[config.mk]
export PLATFORM = sky130hd
export DESIGN_NAME = load_store_unit_flat
export DESIGN_NICKNAME = d
export VERILOG_FILES = /design/src/rtl/load_store_unit_pkg.sv /design/src/rtl/load_store_unit_if.sv /design/src/rtl/lsu_align.sv /design/src/rtl/load_store_unit.sv /design/src/flat_wrapper.sv
export SDC_FILE = /design/constraint.sdc
export NUM_CORES = 1
export LEC_CHECK = 0
export CAP_MARGIN = 20
export CORE_ASPECT_RATIO = 1.4
export CORE_MARGIN = 2
export CORE_UTILIZATION = 35
export CTS_BUF_LIST = sky130_fd_sc_hd__clkbuf_4 sky130_fd_sc_hd__clkbuf_8
export CTS_CLUSTER_DIAMETER = 40
export DETAILED_ROUTE_END_ITERATION = 12
export SYNTH_ARGS = -nofsm -noshare
export SYNTH_HDL_FRONTEND = slang
export SYNTH_HIERARCHICAL = 1
export SYNTH_SLANG_ARGS = --single-unit
[constraint.sdc]
create_clock -name i_Clock -period 4.1 [get_ports i_Clock]
set_input_delay 0.82 -clock i_Clock [delete_from_list [all_inputs] [get_ports i_Clock]]
set_output_delay 0.82 -clock i_Clock [all_outputs]
set_load 0.01 [all_outputs]
[src/rtl/load_store_unit_pkg.sv]
// Shared types and funct3 encodings for the load/store unit.
// Optional feature macro used by this slice: LSU_MISALIGN_TRAP_EN.
package load_store_unit_pkg;

    typedef enum logic [1:0] {
        IDLE  = 2'd0,
        READ  = 2'd1,
        WRITE = 2'd2,
        RESP  = 2'd3
    } lsu_state_t;

    localparam logic [2:0] LOAD_BYTE   = 3'b000;
    localparam logic [2:0] LOAD_HALF   = 3'b001;
    localparam logic [2:0] LOAD_WORD   = 3'b010;
    localparam logic [2:0] LOAD_BYTE_U = 3'b100;
    localparam logic [2:0] LOAD_HALF_U = 3'b101;
    localparam logic [2:0] STORE_BYTE  = 3'b000;
    localparam logic [2:0] STORE_HALF  = 3'b001;
    localparam logic [2:0] STORE_WORD  = 3'b010;

endpackage

[src/rtl/load_store_unit_if.sv]
// Request/response and data-memory signals of the load/store unit.
// Request handshake: a request transfers on a posedge where i_ReqValid and o_ReqReady are both 1.
interface load_store_unit_if;
    logic        i_ReqValid;
    logic        o_ReqReady;
    logic        i_ReqWrite;
    logic [2:0]  i_ReqFunct3;
    logic [31:0] i_ReqAddress;
    logic [31:0] i_ReqData;
    logic        o_RespValid;
    logic [31:0] o_RespData;
    logic        o_RespMisaligned;
    logic        o_RespInvalidMode;
    logic        o_MemReadEnable;
    logic        o_MemWriteEnable;
    logic [31:0] o_MemAddress;
    logic [31:0] o_MemDataOut;
    logic [2:0]  o_MemMode;
    logic [31:0] i_MemDataIn;

    modport slave (
        input  i_ReqValid, i_ReqWrite, i_ReqFunct3, i_ReqAddress, i_ReqData, i_MemDataIn,
        output o_ReqReady, o_RespValid, o_RespData, o_RespMisaligned, o_RespInvalidMode,
               o_MemReadEnable, o_MemWriteEnable, o_MemAddress, o_MemDataOut, o_MemMode
    );

    modport master (
        output i_ReqValid, i_ReqWrite, i_ReqFunct3, i_ReqAddress, i_ReqData, i_MemDataIn,
        input  o_ReqReady, o_RespValid, o_RespData, o_RespMisaligned, o_RespInvalidMode,
               o_MemReadEnable, o_MemWriteEnable, o_MemAddress, o_MemDataOut, o_MemMode
    );
endinterface

[src/rtl/lsu_align.sv]
// Combinational byte/half extraction, store merging and fault classification.
// LSU_MISALIGN_TRAP_EN turns unaligned half/word accesses into a fault instead of aligning down.
module lsu_align
    import load_store_unit_pkg::*;
(
    input  logic [31:0] i_Word,
    input  logic [31:0] i_Data,
    input  logic [1:0]  i_Offset,
    input  logic [2:0]  i_Funct3,
    input  logic        i_Write,
    output logic [31:0] o_LoadData,
    output logic [31:0] o_WriteWord,
    output logic        o_Misaligned,
    output logic        o_InvalidMode
);
    logic [7:0]  byteSel;
    logic [15:0] halfSel;

    always_comb begin
        byteSel = i_Word[{i_Offset, 3'b000} +: 8];
        halfSel = i_Offset[1] ? i_Word[31:16] : i_Word[15:0];

        o_LoadData = '0;
        case (i_Funct3)
            LOAD_BYTE:   o_LoadData = {{24{byteSel[7]}}, byteSel};
            LOAD_HALF:   o_LoadData = {{16{halfSel[15]}}, halfSel};
            LOAD_WORD:   o_LoadData = i_Word;
            LOAD_BYTE_U: o_LoadData = {24'd0, byteSel};
            LOAD_HALF_U: o_LoadData = {16'd0, halfSel};
            default:     o_LoadData = '0;
        endcase

        // Sub-word stores patch only the addressed lane of the word just read.
        o_WriteWord = i_Word;
        case (i_Funct3)
            STORE_BYTE: o_WriteWord[{i_Offset, 3'b000} +: 8]      = i_Data[7:0];
            STORE_HALF: o_WriteWord[{i_Offset[1], 4'b0000} +: 16] = i_Data[15:0];
            STORE_WORD: o_WriteWord = i_Data;
            default:    o_WriteWord = i_Word;
        endcase

        if (i_Write)
            o_InvalidMode = !(i_Funct3 inside {STORE_BYTE, STORE_HALF, STORE_WORD});
        else
            o_InvalidMode = !(i_Funct3 inside {LOAD_BYTE, LOAD_HALF, LOAD_WORD, LOAD_BYTE_U, LOAD_HALF_U});

`ifdef LSU_MISALIGN_TRAP_EN
        // funct3[1:0] = 01 is a half access, 10 a word access, for every legal code.
        o_Misaligned = !o_InvalidMode &&
                       (((i_Funct3[1:0] == 2'b01) && i_Offset[0]) ||
                        ((i_Funct3[1:0] == 2'b10) && (i_Offset != 2'b00)));
`else
        o_Misaligned = 1'b0;
`endif
    end
endmodule

[src/rtl/load_store_unit.sv]
// Load/store unit: one request at a time, full-word memory accesses, sub-word read-modify-write.
// Optional misalignment trapping is selected by LSU_MISALIGN_TRAP_EN (see lsu_align).
module load_store_unit
    import load_store_unit_pkg::*;
(
    input  logic              i_Clock,
    input  logic              i_Reset,
    load_store_unit_if.slave  bus,
    output lsu_state_t        o_State
);
    lsu_state_t  state, nextState;
    logic        reqWrite;
    logic [2:0]  reqFunct3;
    logic [31:0] reqAddress;
    logic [31:0] reqData;
    logic [31:0] memWord;
    logic        faultMisaligned;
    logic        faultInvalid;

    logic        accept;
    logic        curWrite;
    logic [2:0]  curFunct3;
    logic [1:0]  curOffset;
    logic [31:0] curData;
    logic [31:0] loadData;
    logic [31:0] writeWord;
    logic        alignMisaligned;
    logic        alignInvalid;

    // Classify the incoming request while idle; afterwards work from the latched copy.
    assign accept    = (state == IDLE) && bus.i_ReqValid;
    assign curWrite  = (state == IDLE) ? bus.i_ReqWrite         : reqWrite;
    assign curFunct3 = (state == IDLE) ? bus.i_ReqFunct3        : reqFunct3;
    assign curOffset = (state == IDLE) ? bus.i_ReqAddress[1:0]  : reqAddress[1:0];
    assign curData   = (state == IDLE) ? bus.i_ReqData          : reqData;

    lsu_align u_align (
        .i_Word        (memWord),
        .i_Data        (curData),
        .i_Offset      (curOffset),
        .i_Funct3      (curFunct3),
        .i_Write       (curWrite),
        .o_LoadData    (loadData),
        .o_WriteWord   (writeWord),
        .o_Misaligned  (alignMisaligned),
        .o_InvalidMode (alignInvalid)
    );

    always_ff @(posedge i_Clock) begin
        if (i_Reset) state <= IDLE;
        else         state <= nextState;
    end

    always_ff @(posedge i_Clock) begin
        if (i_Reset) begin
            reqWrite        <= 1'b0;
            reqFunct3       <= '0;
            reqAddress      <= '0;
            reqData         <= '0;
            memWord         <= '0;
            faultMisaligned <= 1'b0;
            faultInvalid    <= 1'b0;
        end else begin
            if (accept) begin
                reqWrite        <= bus.i_ReqWrite;
                reqFunct3       <= bus.i_ReqFunct3;
                reqAddress      <= bus.i_ReqAddress;
                reqData         <= bus.i_ReqData;
                faultMisaligned <= alignMisaligned;
                faultInvalid    <= alignInvalid;
            end
            if (state == READ) memWord <= bus.i_MemDataIn;
        end
    end

    assign bus.o_MemMode = LOAD_WORD;
    assign o_State       = state;

    always_comb begin
        nextState             = state;
        bus.o_ReqReady        = 1'b0;
        bus.o_RespValid       = 1'b0;
        bus.o_RespData        = '0;
        bus.o_RespMisaligned  = 1'b0;
        bus.o_RespInvalidMode = 1'b0;
        bus.o_MemReadEnable   = 1'b0;
        bus.o_MemWriteEnable  = 1'b0;
        bus.o_MemAddress      = '0;
        bus.o_MemDataOut      = '0;
        case (state)
            IDLE: begin
                bus.o_ReqReady = 1'b1;
                if (bus.i_ReqValid) begin
                    if (alignInvalid || alignMisaligned)
                        nextState = RESP;
                    else if (bus.i_ReqWrite && (bus.i_ReqFunct3 == STORE_WORD))
                        nextState = WRITE;
                    else
                        nextState = READ;
                end
            end
            READ: begin
                bus.o_MemReadEnable = 1'b1;
                bus.o_MemAddress    = {reqAddress[31:2], 2'b00};
                nextState           = reqWrite ? WRITE : RESP;
            end
            WRITE: begin
                // A reset landing on the write cycle must not disturb memory.
                bus.o_MemWriteEnable = !i_Reset;
                bus.o_MemAddress     = {reqAddress[31:2], 2'b00};
                bus.o_MemDataOut     = writeWord;
                nextState            = RESP;
            end
            RESP: begin
                bus.o_RespValid       = 1'b1;
                bus.o_RespMisaligned  = faultMisaligned;
                bus.o_RespInvalidMode = faultInvalid;
                if (!reqWrite && !faultMisaligned && !faultInvalid)
                    bus.o_RespData = loadData;
                nextState = IDLE;
            end
            default: nextState = IDLE;
        endcase
    end
endmodule
[src/flat_wrapper.sv]
// flat-port wrapper written by rule: the top's interface ports become plain ports
module load_store_unit_flat import load_store_unit_pkg::*;
  (i_Clock, i_Reset, o_State, bus_i_ReqValid, bus_i_ReqWrite, bus_i_ReqFunct3, bus_i_ReqAddress, bus_i_ReqData, bus_i_MemDataIn, bus_o_ReqReady, bus_o_RespValid, bus_o_RespData, bus_o_RespMisaligned, bus_o_RespInvalidMode, bus_o_MemReadEnable, bus_o_MemWriteEnable, bus_o_MemAddress, bus_o_MemDataOut, bus_o_MemMode);
  load_store_unit_if bus_i ();
  input  logic i_Clock;
  input  logic i_Reset;
  output lsu_state_t o_State;
  input wire logic [$bits(bus_i.i_ReqValid)-1:0] bus_i_ReqValid;
  input wire logic [$bits(bus_i.i_ReqWrite)-1:0] bus_i_ReqWrite;
  input wire logic [$bits(bus_i.i_ReqFunct3)-1:0] bus_i_ReqFunct3;
  input wire logic [$bits(bus_i.i_ReqAddress)-1:0] bus_i_ReqAddress;
  input wire logic [$bits(bus_i.i_ReqData)-1:0] bus_i_ReqData;
  input wire logic [$bits(bus_i.i_MemDataIn)-1:0] bus_i_MemDataIn;
  output wire logic [$bits(bus_i.o_ReqReady)-1:0] bus_o_ReqReady;
  output wire logic [$bits(bus_i.o_RespValid)-1:0] bus_o_RespValid;
  output wire logic [$bits(bus_i.o_RespData)-1:0] bus_o_RespData;
  output wire logic [$bits(bus_i.o_RespMisaligned)-1:0] bus_o_RespMisaligned;
  output wire logic [$bits(bus_i.o_RespInvalidMode)-1:0] bus_o_RespInvalidMode;
  output wire logic [$bits(bus_i.o_MemReadEnable)-1:0] bus_o_MemReadEnable;
  output wire logic [$bits(bus_i.o_MemWriteEnable)-1:0] bus_o_MemWriteEnable;
  output wire logic [$bits(bus_i.o_MemAddress)-1:0] bus_o_MemAddress;
  output wire logic [$bits(bus_i.o_MemDataOut)-1:0] bus_o_MemDataOut;
  output wire logic [$bits(bus_i.o_MemMode)-1:0] bus_o_MemMode;
  assign bus_i.i_ReqValid = bus_i_ReqValid;
  assign bus_i.i_ReqWrite = bus_i_ReqWrite;
  assign bus_i.i_ReqFunct3 = bus_i_ReqFunct3;
  assign bus_i.i_ReqAddress = bus_i_ReqAddress;
  assign bus_i.i_ReqData = bus_i_ReqData;
  assign bus_i.i_MemDataIn = bus_i_MemDataIn;
  assign bus_o_ReqReady = bus_i.o_ReqReady;
  assign bus_o_RespValid = bus_i.o_RespValid;
  assign bus_o_RespData = bus_i.o_RespData;
  assign bus_o_RespMisaligned = bus_i.o_RespMisaligned;
  assign bus_o_RespInvalidMode = bus_i.o_RespInvalidMode;
  assign bus_o_MemReadEnable = bus_i.o_MemReadEnable;
  assign bus_o_MemWriteEnable = bus_i.o_MemWriteEnable;
  assign bus_o_MemAddress = bus_i.o_MemAddress;
  assign bus_o_MemDataOut = bus_i.o_MemDataOut;
  assign bus_o_MemMode = bus_i.o_MemMode;
  load_store_unit u_core (.i_Clock(i_Clock), .i_Reset(i_Reset), .bus(bus_i), .o_State(o_State));
endmodule
Word-level counts from Yosys, hierarchy flattened
Cells that the tools add are included.
Widths: inputs -> output; s select.
{ "op_classes": {"reduce_logical": 13, "n_mul": 0, "n_bitwise": 0, "n_mux": 24, "n_div": 0, "shift": 5, "add_sub_neg": 2, "order_cmp": 0, "n_eq_ne": 9} }
{ "ops": {"columns": ["cell", "n"], "rows": [
  ["$mux 32", 5],
  ["$pmux 32 s5", 1],
  ["$pmux 32 s3", 1],
  ["$bwmux 32", 2],
  ["$shift 16x7->32 const A", 1],
  ["$shift 8x7->32 const A", 1],
  ["$shiftx 16x7->32", 1],
  ["$shiftx 32x6->8", 1],
  ["$shiftx 8x7->32", 1],
  ["$mux 16", 1],
  ["$neg 5->7", 2],
  ["$mux 1", 8],
  ["$mux 2", 4],
  ["$pmux 2 s4", 1],
  ["$eq 3x2->1 const B", 2],
  ["$eq 3x3->1 const B", 2],
  ["$logic_not 1->1", 5],
  ["$reduce_bool 5->1", 1],
  ["$eq 2x2->1 const B", 2],
  ["$eq 3x1->1 const B", 1],
  ["$logic_and 1x1->1", 3],
  ["$logic_not 3->1", 1],
  ["$mux 3", 1],
  ["$reduce_bool 3->1", 1],
  ["other kinds (4)", 4]
]} }
{ "totals": {"elab_cells": 60, "reg_bits": 103, "ram_bits": 0, "rom_bits": 0, "latch_bits": 0, "inputBits": 103, "memories": 0} }

Longest topological paths before layout
Gate-level depths: netlist (run 1).
{ "depth": {"depth_word": 9, "ltp_mapped": 15, "ltp_nobuf": 10} }

By module
Netlist (run 1), hierarchy kept.
{ "modules_own_cells": {"columns": ["mod", "cells_each", "area_each_um2", "seq_area_each_um2", "instances"], "rows": [
  ["load_store_unit", 588, 4963.5, 2082.0, 1],
  ["lsu_align", 323, 2108.3, 0.0, 1]
]} }

Worst setup path before layout (run 1)
Ideal clock, no wire load.
{ "synth_path": {"path_kind": "reg2out", "start": "reg u_core.state[0], in the netlist u_core/o_State[0]", "end": "out bus_o_MemDataOut[18]", "setup_slack_ns": 0.135, "required_ns": 3.280, "n_path_buf": 4, "path_stages_with_launch": 15, "arrival_ns": 3.145, "cell_sequence": "dfxtp_1 -> inv_1 -> ha_1 -> buf_6 -> buf_6 -> mux2_2 -> buf_2 -> buf_2 -> inv_1 -> ha_1 -> or4bb_1 -> nor2_1 -> a22oi_1 -> o21ai_0 -> and2_1"} }
{ "synth_via": {"elab_chain_cells": 7} }
{ "synth_rtl": {"columns": ["item", "line_no", "source"], "rows": [
  ["start, declared", "load_store_unit.sv:11", "lsu_state_t state, nextState;"],
  ["start signal, assigned", "load_store_unit.sv:51", "else state <= nextState;"],
  ["$logic_not 2->1 (*)", "load_store_unit.sv:34", "assign curOffset = (state == IDLE) ? bus.i_ReqAddress[1:0] : reqAddress[1:0];"],
  ["$mux 2 (*)", "load_store_unit.sv:34", null],
  ["named net u_core.curOffset[1]", "load_store_unit.sv:23", "logic [1:0] curOffset;"],
  ["$neg 5->7, on equally long branches", "lsu_align.sv:37, lsu_align.sv:36", null],
  ["$shiftx 16x7->32, or another cell as far along", "lsu_align.sv:37", "STORE_HALF: o_WriteWord[{i_Offset[1], 4'b0000} +: 16] = i_Data[15:0];"],
  ["$bwmux 32, on equally long branches", "lsu_align.sv:37, lsu_align.sv:36", null],
  ["$pmux 32 s3 (*)", "lsu_align.sv:35", "case (i_Funct3)"],
  ["named net u_core.writeWord[18]", "load_store_unit.sv:26", "logic [31:0] writeWord;"],
  ["$mux 32 (*)", "load_store_unit.sv:90", "case (state)"],
  ["end, declared", "flat_wrapper.sv:22", "output wire logic [$bits(bus_i.o_MemDataOut)-1:0] bus_o_MemDataOut;"]
]} }
The timed path passes the listed nets; every way through them passes the cells marked *.

Final worst setup path (run 1)
{ "layout_path": {"start": "in bus_i_ReqFunct3[2]", "end": "out bus_o_MemDataOut[6]"} }
{ "layout_via": {"elab_chain_cells": 4} }
{ "layout_rtl": {"columns": ["item", "line_no", "source"], "rows": [
  ["start, declared", "flat_wrapper.sv:10", "input wire logic [$bits(bus_i.i_ReqFunct3)-1:0] bus_i_ReqFunct3;"],
  ["$mux 3 (*)", "load_store_unit.sv:33", "assign curFunct3 = (state == IDLE) ? bus.i_ReqFunct3 : reqFunct3;"],
  ["named net u_core.curFunct3[2]", "load_store_unit.sv:22", "logic [2:0] curFunct3;"],
  ["$eq 3x2->1, or another cell as far along", "lsu_align.sv:35", null],
  ["$pmux 32 s3 (*)", "lsu_align.sv:35", null],
  ["named net u_core.writeWord[6]", "load_store_unit.sv:26", null],
  ["$mux 32 (*)", "load_store_unit.sv:90", null]
]} }
Marks and branches as above.

==> results.md, run 1 <==
- Pleak: 4.37 nW
- Worst Skew: 16.4 ps
- Synthesized flop and latch total: 104
- DRC viols: 0
- Fmax: 247 MHz
- Clock Latency Late Sink: 400 ps
- Crit path launch: bus_i_ReqFunct3[2]
- Setup CP Type: in2out
- Post-synthesis cell area: 7070 µm²
- Hold-fix buffers, CTS: 0
- Slew headroom: 0.418
- DRT Pass-1 Iters: 5
- Ys async rst share: 0
- ANT cells: 0
- Register area: 2080 µm²
- Critical R2R Capture: u_core/o_State[1]$_SDFFE_PP0P_
- Core Util, Final: 0.498
- Clk sinks: 104
- Fin area: 9890 µm²
- EDFF count, synth: 0
- Reg-to-reg startpoint: u_core/o_State[0]$_SDFFE_PP0P_
- Largest net degree at the start of global routing: 78
- Final Max Slew Viols: 0
- Post-route minimum period: 4050 ps
- Grt total ovfl: 0
- CTS H-Tree Depth: 3
- Die Footprint: 21,400 µm²
- Setup TNS: 0 ps
- Initial Util: 0.356
- Most common cell after layout, fill and taps aside: clkdlybuf4s50_1
- Mapped Cells: 911
- R2R depth: 11
- Initial drt markers: 404
- Initial antenna violation count: 1
- HP Class: reg2reg
- Routed via count: 7,264
- Place WS: -368 ps
- FF-to-FF setup slack: 1670 ps
- Final #Nets: 1,226
- Setup Viol. Count Final: 0
- Startpoint types: input pin
- Worst slew pin tran: 873 ps
- CTS tree: yes
- Crit end category: primary output
- Multi-input gate area: 4650 µm²
- Layout Cells excl Fill: 1,369
- Syn. warnings: 6
- Status: finished clean
- Syn_area_per_cell: 7.76 µm²
- Fin crit share: 0.989
- Root buffer cell: clkbuf_8
- Buffers on Ports: 204
- Row count: 61
- Peak supply drop: 0.291 mV
- Total power: 6.16 mW
- Die X: 124 µm
- RSZ-0062 raised after global routing: yes
- Final Hold Viols: 0
- Vias per cell: 5.31
- Hold slack: 454 ps
- Max Cap Viol: 0
- Power Dens Cells: 623 nW/µm²
- Worst Path Max Fanout: 7
- Post-Route WL: 25,300 µm
- TritonCTS Buffers: 9
- Wirelength per Cell: 18.5 µm
- Area added between synthesis and finish: 39.8%
- Antenna-violating nets left: 0
- Core ar.: 19,800 µm²
- Most frequent cells in the layout: 163 x clkdlybuf4s50_1, 160 x nand2_1, 126 x a21oi_1, 104 x dfxtp_1, 96 x and2_1
- GP Congestion: 0.881
- # IOs: 210
- Placed Area: 9470 µm²
- Overall routing resource usage: 0.232
- Post-DP HPWL: 18,200 µm
- Count of cell types in the netlist: 55
- Critical Path RT: 3280 ps
- Main synth FF type: dfxtp_1
- Vias in the first global route: 6,904
- Die Y: 172 µm
- Fillers: 2,000
- Global-route wire length before repair: 38,000 µm
- Final WS setup: 45.2 ps
- DP Cell Count: 1,347
- Post-synthesis sequential area ratio: 0.294
- Worst setup path endpoint: bus_o_MemDataOut[6]
- Share of cells above drive strength 1: 0.149
- CTS clk-pin slew, worst paths: 100 ps
- CP Data Arrival Time: 3230 ps
- CTS Buffer Depth: 2
[kinds of logic after synthesis]
logic type,Yosys count,synth area share
simple gates,360,0.246
compound gates,244,0.218
flops,104,0.294
mux,99,0.150
buf+inv,91,0.0720
fa+ha+maj,10,0.0177
other cells,3,0.00159
[worst max-delay path: stages]
cell	delay, ps
clkdlybuf4s50_1	530
mux2_4	240
and2b_1	210
nor2b_1	150
a221o_2	380
a22o_1	270
and2_1	160
clkdlybuf4s50_1	480
[area by class of cell]
| cell class | instances | area share |
|---|---|---|
| Multi-Input combinational cell | 722 | 0.471 |
| Timing Repair Buffer | 269 | 0.267 |
| Sequential cell | 104 | 0.211 |
| Tap cell | 252 | 0.0319 |
| Clock buffer | 11 | 0.0140 |
| Clock inverter | 4 | 0.00304 |
| Inverter | 7 | 0.00266 |
[worst min-delay path by stage]
stage                                            start                            endpoint  slack, ps  cells past startpoint
floorplan           u_core/reqAddress[10]$_SDFFE_PP0P_  u_core/reqAddress[10]$_SDFFE_PP0P_        430                      2
global placement    u_core/reqAddress[25]$_SDFFE_PP0P_  u_core/reqAddress[25]$_SDFFE_PP0P_        440                      2
detailed placement   u_core/reqAddress[8]$_SDFFE_PP0P_   u_core/reqAddress[8]$_SDFFE_PP0P_        440                      2
CTS                  u_core/reqAddress[8]$_SDFFE_PP0P_   u_core/reqAddress[8]$_SDFFE_PP0P_        460                      2
global route        u_core/reqAddress[18]$_SDFFE_PP0P_  u_core/reqAddress[18]$_SDFFE_PP0P_        470                      2
finish              u_core/reqAddress[29]$_SDFFE_PP0P_  u_core/reqAddress[29]$_SDFFE_PP0P_        450                      2
[Yosys cell counts, drive strengths merged, types with 8 or more instances]
cell type  count  area, µm²
a211oi        17        128
a21o          17        128
a21oi        126        631
a221o         15        150
and2          98        616
buf           54        367
clkbuf        30        116
dfxtp        104       2080
ha            10        125
mux2          46        518
mux2i         52        521
nand2        162        611
nor2          57        214
nor2b         14       95.1
nor3          13       65.1
o21ai         21        109
o22a           8       70.1
o22ai         10       62.6
[registers in the layout (all words and copies together), names as in the netlist]
signal	flops
u_core/faultMisaligned	1
u_core/faultInvalid	1
u_core/reqData	32
u_core/reqFunct3	3
u_core/reqAddress	32
u_core/o_State	2
u_core/reqWrite	1
u_core/memWord	32
[power by group]
group	switching (mW)	total (mW)	internal [mW]
clock	0.391	0.627	0.236
sequential	0.188	1.39	1.20
combinational	2.23	4.15	1.92
total	2.81	6.16	3.36
[what timing repair did]
action                     in CTS  in global routing
setup endpoints to repair      63                 44
gates cloned                    1                  2
pin swaps                       5                  2
buffers inserted                1                  3
gates resized for setup        35                 42
[routing by layer]
metal,GRT usage,part of all wire,vias to the layer above
met5,0,0,-
met4,0.0918,0.033,0
met3,0.0468,0.065,40
met2,0.391,0.49,283
met1,0.287,0.42,3384
li1,-,-,3557
Power figures use the tool's default switching activity.
==> run 2, diff against run 1 <==
--- a/config.mk
+++ b/config.mk
@@ -12,6 +12,7 @@
 export CTS_BUF_LIST = sky130_fd_sc_hd__clkbuf_4 sky130_fd_sc_hd__clkbuf_8
 export CTS_CLUSTER_DIAMETER = 40
 export DETAILED_ROUTE_END_ITERATION = 12
+export MAX_ROUTING_LAYER = met4
 export SYNTH_ARGS = -nofsm -noshare
 export SYNTH_HDL_FRONTEND = slang
 export SYNTH_HIERARCHICAL = 1
==> results.md, run 2 (synthesis results as in run 1) <==
- CP peak stage delay: 530 ps
- Initial drt markers: 361
- Grt total ovfl: 0
- Total power: 6.17 mW
- Pleak: 4.48 nW
- Power Dens Cells: 622 nW/µm²
- Global-route wire length before repair: 38,100 µm
- Setup Viol. Count Final: 0
- HP Class: reg2reg
- Peak supply drop: 0.290 mV
- Final #Nets: 1,227
- Initial antenna violation count: 1
- Antenna-violating nets left: 0
- Root buffer cell: clkbuf_8
- Routed via count: 7,292
- CTS clk-pin slew, worst paths: 110 ps
- Internal Power: 3.35 mW
- # IOs: 210
- Reg-to-reg startpoint: u_core/o_State[0]$_SDFFE_PP0P_
- Met2 global-route usage: 0.389
- CP Data Arrival Time: 3220 ps
- Largest net degree at the start of global routing: 78
- Post-DP HPWL: 18,200 µm
- CTS H-Tree Depth: 3
- Crit. path cell count: 8
- Psw: 2.82 mW
- Worst slew pin tran: 881 ps
- Max Cap Viol: 0
- Setup CP Type: in2out
- Slew headroom: 0.412
- CTS tree: yes
- Final Hold Viols: 0
- CP top delay family: buffers and inverters
- Worst setup path endpoint: bus_o_MemDataOut[6]
- Clk pwr share: 0.102
- Critical R2R Capture: u_core/o_State[1]$_SDFFE_PP0P_
- Buf/Inv on CP: 2
- R2R depth: 11
- Global route hottest layer: met2
- Clock Latency Late Sink: 390 ps
- Switching Fraction: 0.457
- Post-route minimum period: 4040 ps
- FF-to-FF setup slack: 1660 ps
- Most frequent cells in the layout: 160 x nand2_1, 157 x clkdlybuf4s50_1, 126 x a21oi_1, 104 x dfxtp_1, 96 x and2_1
- Power share of the combinational group: 0.673
- Seq pwr share: 0.225
- Share of cells above drive strength 1: 0.146
- Crit path max-delay cell type: clkdlybuf4s50_1
- RSZ-0062 raised after global routing: yes
- Most common cell after layout, fill and taps aside: nand2_1
- Area added between synthesis and finish: 40.1%
- Crit path cell chain: clkdlybuf4s50_1 -> mux2_4 -> and2b_1 -> nor2b_1 -> a221o_2 -> a22o_1 -> and2_1 -> clkdlybuf4s50_1
- Vias per cell: 5.32
- Overall routing resource usage: 0.239
- CTS Buffer Depth: 2
- Worst Skew: 12.7 ps
- DRT Pass-1 Iters: 5
- Die Footprint: 21,400 µm²
- Crit path launch: bus_i_ReqFunct3[2]
- DRC viols: 0
- Leading registers by flop count: u_core/memWord x32, u_core/reqAddress x32, u_core/reqData x32
- Wirelength per Cell: 18.5 µm
- Met1 GRT Util: 0.291
- Fmax: 247 MHz
- Vias in the first global route: 6,903
- M3 GR Usage: 0.0452
- Status: finished clean
- Place WS: -368 ps
- Most used cell, CP: clkdlybuf4s50_1
- Post-Route WL: 25,300 µm
- Startpoint types: input pin
- TritonCTS Buffers: 9
- Clk sinks: 104
- GP Congestion: 0.896
- Worst Path Max Fanout: 7
- Die Y: 172 µm
- Fin crit share: 0.986
- Crit end category: primary output
- Row count: 61
- Buffers on Ports: 204
- Core ar.: 19,800 µm²
- Critical Path RT: 3280 ps
- Die X: 124 µm
- Final Max Slew Viols: 0
- Initial Util: 0.356
- Final WS setup: 58.5 ps
[run 2: area by class of cell]
class | instances | area, µm²
Clock buffer | 11 | 139
Antenna cell | 1 | 2.50
Sequential cell | 104 | 2080
Timing Repair Buffer | 270 | 2670
Clock inverter | 4 | 30.0
Tap cell | 252 | 315
Multi-Input combinational cell | 722 | 4650
Inverter | 7 | 26.3
Fill cell | 1997 | 9930
[run 2: layer usage]
layer / share of wire / wire length [µm]
met1: 0.42 / 10600
met2: 0.49 / 12400
met3: 0.061 / 1550
met4: 0.032 / 807
met5: 0 / 0
[run 2: worst min path at each step]
stage	startpoint	to	slack, ps	depth (start not counted)
6_report	u_core/reqAddress[30]$_SDFFE_PP0P_	u_core/reqAddress[30]$_SDFFE_PP0P_	450	2
5_1_grt	u_core/reqAddress[18]$_SDFFE_PP0P_	u_core/reqAddress[18]$_SDFFE_PP0P_	470	2
4_1_cts	u_core/reqAddress[8]$_SDFFE_PP0P_	u_core/reqAddress[8]$_SDFFE_PP0P_	460	2
3_5_place_dp	u_core/reqAddress[8]$_SDFFE_PP0P_	u_core/reqAddress[8]$_SDFFE_PP0P_	440	2
3_3_place_gp	u_core/reqAddress[25]$_SDFFE_PP0P_	u_core/reqAddress[25]$_SDFFE_PP0P_	440	2
2_1_floorplan	u_core/reqAddress[10]$_SDFFE_PP0P_	u_core/reqAddress[10]$_SDFFE_PP0P_	430	2
[run 2: worst min-delay path, delay by kind of cell (launching register included)]
kind               cells  cell delay [ps]
AOI/OAI and AO/OA      1               50
DFF                    1              320
and+or+nand+nor        1               50
[run 2: timing repair]
action	in CTS	in global routing
gates resized for setup	35	47
gates cloned	1	2
hold buffers	0	0
setup buffers	1	4
endpoints found under the setup margin	63	44
pin swaps	5	2
[run 2: power by group through the flow]
stage | Combinational (mW) | Clock (mW) | Sequential, mW
2_1_floorplan | 2.61 | 0 | 1.34
3_3_place_gp | 3.91 | 0 | 1.40
3_5_place_dp | 3.92 | 0 | 1.41
4_1_cts | 4.02 | 0.652 | 1.39
5_1_grt | 4.48 | 0.685 | 1.42
6_report | 4.15 | 0.628 | 1.39
[run 2: stage by stage]
step           instance area (µm²)  TNS (ps)  hold WS [ps]  std cells   util
2_1_floorplan                 7080         0           432        914      -
3_3_place_gp                  9470    -11410           437       1347  0.477
3_5_place_dp                  9470    -12350           443       1347  0.477
4_1_cts                       9710     -66.5           458       1364  0.489
5_1_grt                       9910         0           470       1371  0.499
6_report                      9910         0           455       1371  0.499
==> run 3, diff against run 2 <==
--- a/config.mk
+++ b/config.mk
@@ -5,13 +5,13 @@
 export SDC_FILE = /design/constraint.sdc
 export NUM_CORES = 1
 export LEC_CHECK = 0
-export CAP_MARGIN = 20
 export CORE_ASPECT_RATIO = 1.4
 export CORE_MARGIN = 2
 export CORE_UTILIZATION = 35
 export CTS_BUF_LIST = sky130_fd_sc_hd__clkbuf_4 sky130_fd_sc_hd__clkbuf_8
 export CTS_CLUSTER_DIAMETER = 40
 export DETAILED_ROUTE_END_ITERATION = 12
+export GPL_TIMING_DRIVEN = 0
 export MAX_ROUTING_LAYER = met4
 export SYNTH_ARGS = -nofsm -noshare
 export SYNTH_HDL_FRONTEND = slang
==> results.md, run 3 (synthesis results as in run 1) <==
- Setup CP Type: in2out
- Vias in the first global route: 7,371
- HP Class: reg2reg
- Buffers on Ports: 203
- Die Y: 172 µm
- Hold slack: 457 ps
- Hold path depth: 2
- Post-Route WL: 27,300 µm
- Critical R2R Capture: u_core/o_State[1]$_SDFFE_PP0P_
- FF-to-FF setup slack: 1500 ps
- Register area: 2090 µm²
- Pleak: 4.35 nW
- Power Dens Cells: 639 nW/µm²
- DP Cell Count: 1,369
- Multi-input gate area: 4690 µm²
- Row count: 61
- Share of cells above drive strength 1: 0.184
- Largest net degree at the start of global routing: 20
- Leading registers by flop count: u_core/memWord x32, u_core/reqAddress x32, u_core/reqData x32
- Fin area: 10,100 µm²
- Initial drt markers: 534
- Most common cell after layout, fill and taps aside: nand2_1
- Root buffer cell: clkbuf_8
- RSZ-0062 raised after global routing: yes
- Overall routing resource usage: 0.257
- Fmax: 246 MHz
- Reg-to-reg startpoint: u_core/o_State[1]$_SDFFE_PP0P_
- Slew headroom: 0.660
- Fin crit share: 0.990
- Switching Fraction: 0.469
- Startpoint types: input pin
- Status: finished clean
- Internal Power: 3.43 mW
- Vias per cell: 5.37
- CTS clk-pin slew, worst paths: 100 ps
- Power share of the combinational group: 0.675
- Wirelength per Cell: 19.3 µm
- Hold-fix buffers, CTS: 0
- Setup TNS: 0 ps
- Crit end category: primary output
- Post-DP HPWL: 20,200 µm
- Die Footprint: 21,400 µm²
- Worst Path Max Fanout: 10
- Peak supply drop: 0.243 mV
- Min-Delay Endpoint: u_core/reqAddress[24]$_SDFFE_PP0P_
- Worst Skew: 11.7 ps
- Initial antenna violation count: 0
- Final Max Slew Viols: 0
- Core ar.: 19,800 µm²
- TritonCTS Buffers: 9
- Placed Area: 9430 µm²
- # IOs: 210
- Clock Latency Late Sink: 410 ps
- Total power: 6.45 mW
- CTS tree: yes
- Max Cap Viol: 0
- DRT Pass-1 Iters: 6
- Setup Viol. Count Final: 0
- CTS Buffer Depth: 2
- Psw: 3.02 mW
- Clk pwr share: 0.106
- Initial Util: 0.356
- Layout Cells excl Fill: 1,413
- Worst slew pin tran: 510 ps
- DRC viols: 0
- Final Hold Viols: 0
- Most frequent cells in the layout: 161 x nand2_1, 142 x clkdlybuf4s50_1, 126 x a21oi_1, 102 x dfxtp_1, 97 x and2_1
- GP Congestion: 0.941
- Area added between synthesis and finish: 42.6%
- Antenna-violating nets left: 0
- CTS H-Tree Depth: 3
- Routed via count: 7,592
- Grt total ovfl: 0
- Clk sinks: 104
- CP Data Arrival Time: 3240 ps
- R2R depth: 11
- Die X: 124 µm
- Post-route minimum period: 4060 ps
- Global-route wire length before repair: 40,400 µm
- Critical Path RT: 3280 ps
- Fillers: 1,999
- Min-delay src: u_core/reqAddress[24]$_SDFFE_PP0P_
- Final #Nets: 1,269
- ANT cells: 0
- Seq pwr share: 0.219
-- run 3: final cells by class --
cell class                 instances  area share
timing repair buffer             243       0.227
tap                              252      0.0313
buffer                            71      0.0471
sequential                       104       0.207
multi-input combinational        720       0.465
clock buffer                      10      0.0136
clock inverter                     6     0.00620
inverter                           7     0.00360
-- run 3: critical path, cell delays in order --
cell and delay [ps]:
clkdlybuf4s50_1 460, mux2_4 340, nand2b_1 380, o22ai_1 310
nand2b_1 210, a22o_1 250, and2_1 180, dlygate4sd2_1 290
-- run 3: per-layer routing --
metal | share of wire | GRT usage | up-vias | wire length, µm
li1 | - | - | 3632 | -
met1 | 0.40 | 0.292 | 3543 | 10900
met2 | 0.50 | 0.444 | 340 | 13500
met3 | 0.063 | 0.0369 | 77 | 1710
met4 | 0.044 | 0.111 | 0 | 1190
met5 | 0 | - | - | 0
-- run 3: through the flow --
stage / setup WS (ps) / utilization
after floorplan: 135 / -
after CTS: 10.7 / 0.505
after detailed placement: -1150 / 0.475
final: 42.1 / 0.508
after global placement: -1160 / 0.475
after global routing: -35.9 / 0.508
-- run 3: repair_timing --
action | in CTS | in global routing
setup buffers | 33 | 7
cloned | 0 | 1
gates resized for setup | 160 | 22
endpoints found under the setup margin | 64 | 46
pin swaps | 10 | 10
-- run 3: worst max-delay path by stage --
stage                                        start              endpoint  slack (ps)  depth (start not counted)
finish                          bus_i_ReqFunct3[1]   bus_o_MemDataOut[0]          40                          8
global route                    bus_i_ReqFunct3[0]    bus_o_RespData[28]         -40                         12
CTS                 u_core/o_State[0]$_SDFFE_PP0P_  bus_o_MemDataOut[21]          10                         14
detailed placement             bus_i_ReqAddress[1]  bus_o_MemDataOut[23]       -1150                         12
global placement               bus_i_ReqAddress[1]  bus_o_MemDataOut[26]       -1160                         11
floorplan           u_core/o_State[0]$_SDFFE_PP0P_  bus_o_MemDataOut[18]         140                         14
-- run 3: power groups by stage --
stage               Sequential [mW]  Combinational (mW)  Clock [mW]
floorplan                      1.34                2.61           0
global placement               1.42                3.80           0
detailed placement             1.43                3.81           0
CTS                            1.41                4.22       0.707
global route                   1.43                4.66       0.742
finish                         1.41                4.35       0.685
